===== src/rtl/ctrl_pkg.sv =====
// Shared definitions for the RV32I multi-cycle control FSM: state encoding,
// opcode constants, opcode classes and the datapath select codes.
package ctrl_pkg;

    // Control FSM states; the encoding is visible on the debug 'state' port
    typedef enum logic [2:0] {
        ST_FETCH  = 3'd0,
        ST_DECODE = 3'd1,
        ST_EXEC   = 3'd2,
        ST_MEM    = 3'd3,
        ST_WB     = 3'd4,
        ST_TRAP   = 3'd5
    } state_t;

    // Instruction classes recognised by the decoder
    typedef enum logic [3:0] {
        CLS_ILLEGAL = 4'd0,
        CLS_LUI     = 4'd1,
        CLS_AUIPC   = 4'd2,
        CLS_JAL     = 4'd3,
        CLS_JALR    = 4'd4,
        CLS_BRANCH  = 4'd5,
        CLS_LOAD    = 4'd6,
        CLS_STORE   = 4'd7,
        CLS_OPIMM   = 4'd8,
        CLS_OP      = 4'd9
    } op_class_t;

    // RV32I base opcodes (instr[6:0])
    localparam logic [6:0] OPC_LUI    = 7'b0110111;
    localparam logic [6:0] OPC_AUIPC  = 7'b0010111;
    localparam logic [6:0] OPC_JAL    = 7'b1101111;
    localparam logic [6:0] OPC_JALR   = 7'b1100111;
    localparam logic [6:0] OPC_BRANCH = 7'b1100011;
    localparam logic [6:0] OPC_LOAD   = 7'b0000011;
    localparam logic [6:0] OPC_STORE  = 7'b0100011;
    localparam logic [6:0] OPC_OPIMM  = 7'b0010011;
    localparam logic [6:0] OPC_OP     = 7'b0110011;

    // Immediate-format selects for the sign-extension unit
    localparam logic [2:0] SEXT_I = 3'd0;
    localparam logic [2:0] SEXT_B = 3'd1;
    localparam logic [2:0] SEXT_U = 3'd2;
    localparam logic [2:0] SEXT_S = 3'd3;
    localparam logic [2:0] SEXT_J = 3'd4;

    // Next-PC source selects
    localparam logic [1:0] PC_PLUS4  = 2'd0;
    localparam logic [1:0] PC_BRANCH = 2'd1;
    localparam logic [1:0] PC_ALU    = 2'd2;

    // Register-file write-back source selects
    localparam logic [1:0] WB_ALU = 2'd0;
    localparam logic [1:0] WB_MEM = 2'd1;
    localparam logic [1:0] WB_PC4 = 2'd2;
    localparam logic [1:0] WB_IMM = 2'd3;

    // Where an instruction goes after EXEC: branches and NOPs are done,
    // memory ops need the bus, everything else writes a register.
    function automatic state_t exec_next(input op_class_t cls);
        case (cls)
            CLS_BRANCH, CLS_ILLEGAL: return ST_FETCH;
            CLS_LOAD, CLS_STORE:     return ST_MEM;
            default:                 return ST_WB;
        endcase
    endfunction

endpackage


===== src/rtl/ctrl_opdec.sv =====
// Combinational opcode classifier: maps instr[6:0] to an instruction class,
// a legality flag and the immediate format the sign-extension unit needs.
module ctrl_opdec
    import ctrl_pkg::*;
(
    input  logic [6:0] i_opcode,
    output op_class_t  o_class,
    output logic       o_legal,
    output logic [2:0] o_sext
);

    // Classify the opcode and pick its immediate format
    always_comb begin
        o_class = CLS_ILLEGAL;
        o_sext  = SEXT_I;
        case (i_opcode)
            OPC_LUI:    begin o_class = CLS_LUI;    o_sext = SEXT_U; end
            OPC_AUIPC:  begin o_class = CLS_AUIPC;  o_sext = SEXT_U; end
            OPC_JAL:    begin o_class = CLS_JAL;    o_sext = SEXT_J; end
            OPC_JALR:   begin o_class = CLS_JALR;   o_sext = SEXT_I; end
            OPC_BRANCH: begin o_class = CLS_BRANCH; o_sext = SEXT_B; end
            OPC_LOAD:   begin o_class = CLS_LOAD;   o_sext = SEXT_I; end
            OPC_STORE:  begin o_class = CLS_STORE;  o_sext = SEXT_S; end
            OPC_OPIMM:  begin o_class = CLS_OPIMM;  o_sext = SEXT_I; end
            // R-type has no immediate; the select is a don't-care left at I
            OPC_OP:     begin o_class = CLS_OP;     o_sext = SEXT_I; end
            default:    begin o_class = CLS_ILLEGAL; o_sext = SEXT_I; end
        endcase
        o_legal = (o_class != CLS_ILLEGAL);
    end

endmodule


===== src/rtl/multicycle_ctrl.sv =====
// Multi-cycle RV32I control FSM: FETCH -> DECODE -> EXEC -> [MEM] -> [WB].
// Outputs are decoded from the state register and the latched opcode; only
// ir_we and the MEM advance look at mem_ready, and only pc_sel in EXEC looks
// at branch_taken.
// Build option MULTICYCLE_CTRL_TRAP_EN: when defined, an illegal opcode parks
// the FSM in TRAP until reset; when undefined it executes as a NOP.
module multicycle_ctrl
    import ctrl_pkg::*;
(
    input  logic       clk,
    input  logic       rst_n,
    input  logic [6:0] opcode,
    input  logic       branch_taken,
    input  logic       mem_ready,
    output logic       mem_req,
    output logic       mem_we,
    output logic       mem_addr_sel,
    output logic       ir_we,
    output logic       pc_we,
    output logic [1:0] pc_sel,
    output logic [2:0] sext_select,
    output logic       alu_src_sel,
    output logic       rf_we,
    output logic [1:0] wb_sel,
    output logic       illegal,
    output logic [2:0] state
);

    state_t     r_state;
    logic [6:0] r_op_q;

    logic [6:0] w_op;
    op_class_t  w_class;
    logic       w_legal;
    logic [2:0] w_sext;

    // op_q is only written at the end of DECODE, so DECODE itself must
    // classify the live opcode; every later state uses the latched copy.
    assign w_op  = (r_state == ST_DECODE) ? opcode : r_op_q;
    assign state = r_state;

    ctrl_opdec u_opdec (
        .i_opcode (w_op),
        .o_class  (w_class),
        .o_legal  (w_legal),
        .o_sext   (w_sext)
    );

    // State sequencing and opcode latch
    always_ff @(posedge clk or negedge rst_n) begin
        if (!rst_n) begin
            r_state <= ST_FETCH;
            r_op_q  <= '0;
        end else begin
            case (r_state)
                ST_FETCH: begin
                    if (mem_ready) r_state <= ST_DECODE;
                end
                ST_DECODE: begin
                    r_op_q <= opcode;
`ifdef MULTICYCLE_CTRL_TRAP_EN
                    r_state <= w_legal ? ST_EXEC : ST_TRAP;
`else
                    r_state <= ST_EXEC;
`endif
                end
                ST_EXEC: begin
                    r_state <= exec_next(w_class);
                end
                ST_MEM: begin
                    if (mem_ready) r_state <= (w_class == CLS_LOAD) ? ST_WB : ST_FETCH;
                end
                ST_WB: begin
                    r_state <= ST_FETCH;
                end
                ST_TRAP: begin
`ifdef MULTICYCLE_CTRL_TRAP_EN
                    r_state <= ST_TRAP;
`else
                    r_state <= ST_FETCH;
`endif
                end
                default: begin
                    r_state <= ST_FETCH;
                end
            endcase
        end
    end

    // Datapath controls decoded from the current state and instruction class
    always_comb begin
        mem_req      = 1'b0;
        mem_we       = 1'b0;
        mem_addr_sel = 1'b0;
        ir_we        = 1'b0;
        pc_we        = 1'b0;
        pc_sel       = PC_PLUS4;
        alu_src_sel  = 1'b0;
        rf_we        = 1'b0;
        wb_sel       = WB_ALU;
        illegal      = 1'b0;
        sext_select  = w_sext;
        case (r_state)
            ST_FETCH: begin
                mem_req = 1'b1;
                ir_we   = mem_ready;
            end
            ST_DECODE: begin
                illegal = ~w_legal;
            end
            ST_EXEC: begin
                pc_we       = 1'b1;
                alu_src_sel = ~((w_class == CLS_OP) || (w_class == CLS_BRANCH));
                case (w_class)
                    CLS_JAL:    pc_sel = PC_BRANCH;
                    CLS_BRANCH: pc_sel = branch_taken ? PC_BRANCH : PC_PLUS4;
                    CLS_JALR:   pc_sel = PC_ALU;
                    default:    pc_sel = PC_PLUS4;
                endcase
            end
            ST_MEM: begin
                mem_req      = 1'b1;
                mem_addr_sel = 1'b1;
                mem_we       = (w_class == CLS_STORE);
            end
            ST_WB: begin
                rf_we = 1'b1;
                case (w_class)
                    CLS_LOAD:          wb_sel = WB_MEM;
                    CLS_JAL, CLS_JALR: wb_sel = WB_PC4;
                    CLS_LUI:           wb_sel = WB_IMM;
                    default:           wb_sel = WB_ALU;
                endcase
            end
            ST_TRAP: begin
                illegal = 1'b1;
            end
            default: begin
                illegal = 1'b0;
            end
        endcase
    end

endmodule


===== config.mk =====
export PLATFORM = sky130hd
export DESIGN_NAME = multicycle_ctrl
export DESIGN_NICKNAME = d
export VERILOG_FILES = /design/src/rtl/ctrl_pkg.sv /design/src/rtl/ctrl_opdec.sv /design/src/rtl/multicycle_ctrl.sv
export SDC_FILE = /design/constraint.sdc
export NUM_CORES = 1
export LEC_CHECK = 0
export BUFFER_PORTS_ARGS = -buffer_cell sky130_fd_sc_hd__buf_2
export CORE_UTILIZATION = 52
export CTS_CLUSTER_DIAMETER = 80
export DETAILED_ROUTE_END_ITERATION = 8
export GPL_ROUTABILITY_DRIVEN = 0
export PLACE_DENSITY = 0.82
export SLEW_MARGIN = 5
export SYNTH_ARGS = -nofsm -noshare
export SYNTH_HDL_FRONTEND = slang
export SYNTH_HIERARCHICAL = 1
export SYNTH_SLANG_ARGS = --single-unit

===== constraint.sdc =====
create_clock -name clk -period 5.6 [get_ports clk]
set_input_delay 0.84 -clock clk [delete_from_list [all_inputs] [get_ports clk]]
set_output_delay 0.84 -clock clk [all_outputs]
set_load 0.01 [all_outputs]

==> flow_metrics.py <==
metrics = {
    "floorplanning": {
        "ios": 29,
        "core_area_um2": 1506,
        "dieArea_um2": 1794,
        "rows": 14,
        "start_util_pct": 56.23,
        "fp.dieH_um": 42.36,
        "die_x_um": 42.36,
    },
    "timing": {
        "rsz0062_at_grt": "no",
        "max_freq_mhz": 255.5,
        "slew_headroom_pct": 73.56,
        "post-route-min-period_ps": 3914,
        "skew_ps": 2.262,
        "hold_viol_final": 0,
        "fin_crit_sh_pct": 69.90,
        "finalMaxSlewViolations": 0,
        "tightest_slew_ps": 396.6,
        "finalSetupTns_ps": 0,
        "finalSetupViolCount": 0,
    },
    "logic_synthesis": {
        "synth_most_common_cell": "dfrtp_1",
        "netlist_instances": 93,
        "synth_async_sr_flop_share_pct": 100.0,
        "yosysTopAreaCellShare_pct": 29.54,
        "avgSynthCellArea_um2": 9.108,
        "synth-edff-count": 0,
        "synth_nets": 104,
        "synth_common_cells": "dfrtp_1, nor2_1, mux2_2",
        "syn_area_um2": 847.1,
        "ys_warn_count": 6,
        "yosysTopAreaCell": "dfrtp_1",
        "ys_top_cells_by_area": "dfrtp_1, mux2_2, o21ai_0",
        "ys.flop_type": "dfrtp_1",
        "synth_cell_types": 38,
        "synth.yosys.seq_area_share_pct": 29.54,
        "ys_ff_latch": 10,
    },
    "final_layout": {
        "finalNetCount": 130,
        "finalNonFillerCells": 133,
        "drive_gt1_share_pct": 44.44,
        "antennaDiodeCount": 0,
        "stdcell_area_um2": 982.2,
        "fillers": 139,
        "fin_util_pct": 65.20,
        "area_growth_pct": 15.95,
    },
    "clock_tree": {
        "post-cts-setup-buffers": 0,
        "cts_tree": "built",
        "numCtsBuffers": 3,
        "root_buffer": "clkbuf_4",
        "post_cts_resized": 0,
        "cts_sinks": 10,
        "h-tree-depth": 1,
        "clk_latency_ps": 260,
        "holdBufCountCts": 0,
        "clock_path_buffers": 2,
        "clk_pin_slew_ps": 60,
    },
    "critical_path": {
        "critPathLaunchType": "flip-flop",
        "path_class": "flip-flop to output pin",
        "crit_path_end_kind": "output pin",
        "cp.required_ps": 4760,
        "worstPathArrival_ps": 3070,
        "path_max_fanout": 10,
    },
    "grt": {
        "grt_pass1_wl_mm": 2.849,
        "grt_max_degree": 12,
        "antenna_found_initial": 0,
        "grt_overflow_total": 0,
        "grt_pass1_vias": 668,
        "grt.total_usage_pct": 20.99,
    },
    "detailed_routing": {
        "first_iter_violations": 7,
        "drt_pass1_iterations": 3,
        "antenna_left": 0,
        "vias": 742,
        "viasPerCell": 5.579,
        "drc": 0,
        "finalWirelength_mm": 1.677,
        "wl_per_cell_um": 12.61,
    },
    "power": {
        "ir_drop_v": 0.0002443,
        "power_density_nw_per_um2": 550.1,
        "p_leak_nw": 0.4763,
        "total_power_uw": 540.3,
    },
    "run_status": {
        "outcome": "completed",
    },
    "hold_path": {
        "hp-class": "primary input to asynchronous set/reset pin",
    },
    "place": {
        "dp.cells": 130,
        "port_buffers": 28,
        "place_area_um2": 959.7,
        "hpwlAfterDp_mm": 1.317,
    },
    "flow_run": {
        "cap_violations": 0,
    },
}
## state kept, by name (all words and copies together) (netlist names)
name	count
state	3
r_op_q	7
## metal layers
metal | vias to the layer above | global-route usage, % | share of wire (%)
met2 | 18 | 35.08 | 47
met1 | 335 | 26.09 | 47
met5 | - | 0 | 0
li1 | 385 | - | -
met3 | 4 | 1.293 | 3.0
met4 | 0 | 13.13 | 2.5
## worst max-delay path: stages, from the launching register on
cell	delay, ps
dfrtp_1	580
nand2b_4	100
nor2_4	190
mux2_2	440
or3_4	410
a21oi_2	120
o21ba_1	230
inv_1	100
or3_1	380
a21oi_1	120
buf_2	140
## power by group
| group | switching, mW | internal [mW] |
|---|---|---|
| Clock | 0.0234 | 0.0248 |
| Sequential | 0.0315 | 0.107 |
| Combinational | 0.199 | 0.155 |
## logic make-up (layout without fill, tap and decap cells)
kind of cell	count (synthesis)	count (layout)	synth area share, %
buf+inv	13	37	8.715
compound gates	17	17	14.62
mux	8	8	10.49
flops	10	10	29.54
simple gates	43	43	34.56
xor+xnor	2	2	2.068
## cell type report
cell class                      count  area (um2)  share of cell area, %
Multi-Input combinational cell     70       523.0                  53.25
Sequential cell                    10       250.2                  25.48
Timing Repair Buffer               29       147.6                  15.03
Clock buffer                        3       22.52                  2.293
Tap cell                           16       20.02                  2.038
Inverter                            5       18.77                  1.911
## worst paths after layout
path                              to       from  cells after the start  slack (ps)
hold / removal             r_op_q[4]      rst_n                      1         420
max in group asynchronous  r_op_q[0]      rst_n                      1        4990
hold reg to reg            r_op_q[1]  r_op_q[1]                      1         520
setup reg to reg            state[0]   state[0]                      9        2840
setup / recovery           wb_sel[0]   state[0]                     10        1690
min in group clk           r_op_q[1]  r_op_q[1]                      1         520
## cell usage in the layout, fill, tap and decap left out, types with 4 or more instances in the layout
master | netlist | layout
dfrtp_1 | 10 | 10
nor2_1 | 8 | 8
buf_2 | 5 | 28
o21ai_0 | 6 | 6
inv_1 | 5 | 5
mux2_2 | 7 | 7
nand2_1 | 4 | 4
## through the flow
stage / setup slack, ps / hold WS (ps)
CTS: 1667 / 425.8
detailed placement: 1964 / 510.1
finish: 1686 / 421.7
global placement: 2036 / 494.7
global route: 1472 / 437.1
floorplan: 2051 / 468.3
(Power assumes the default switching activity.)
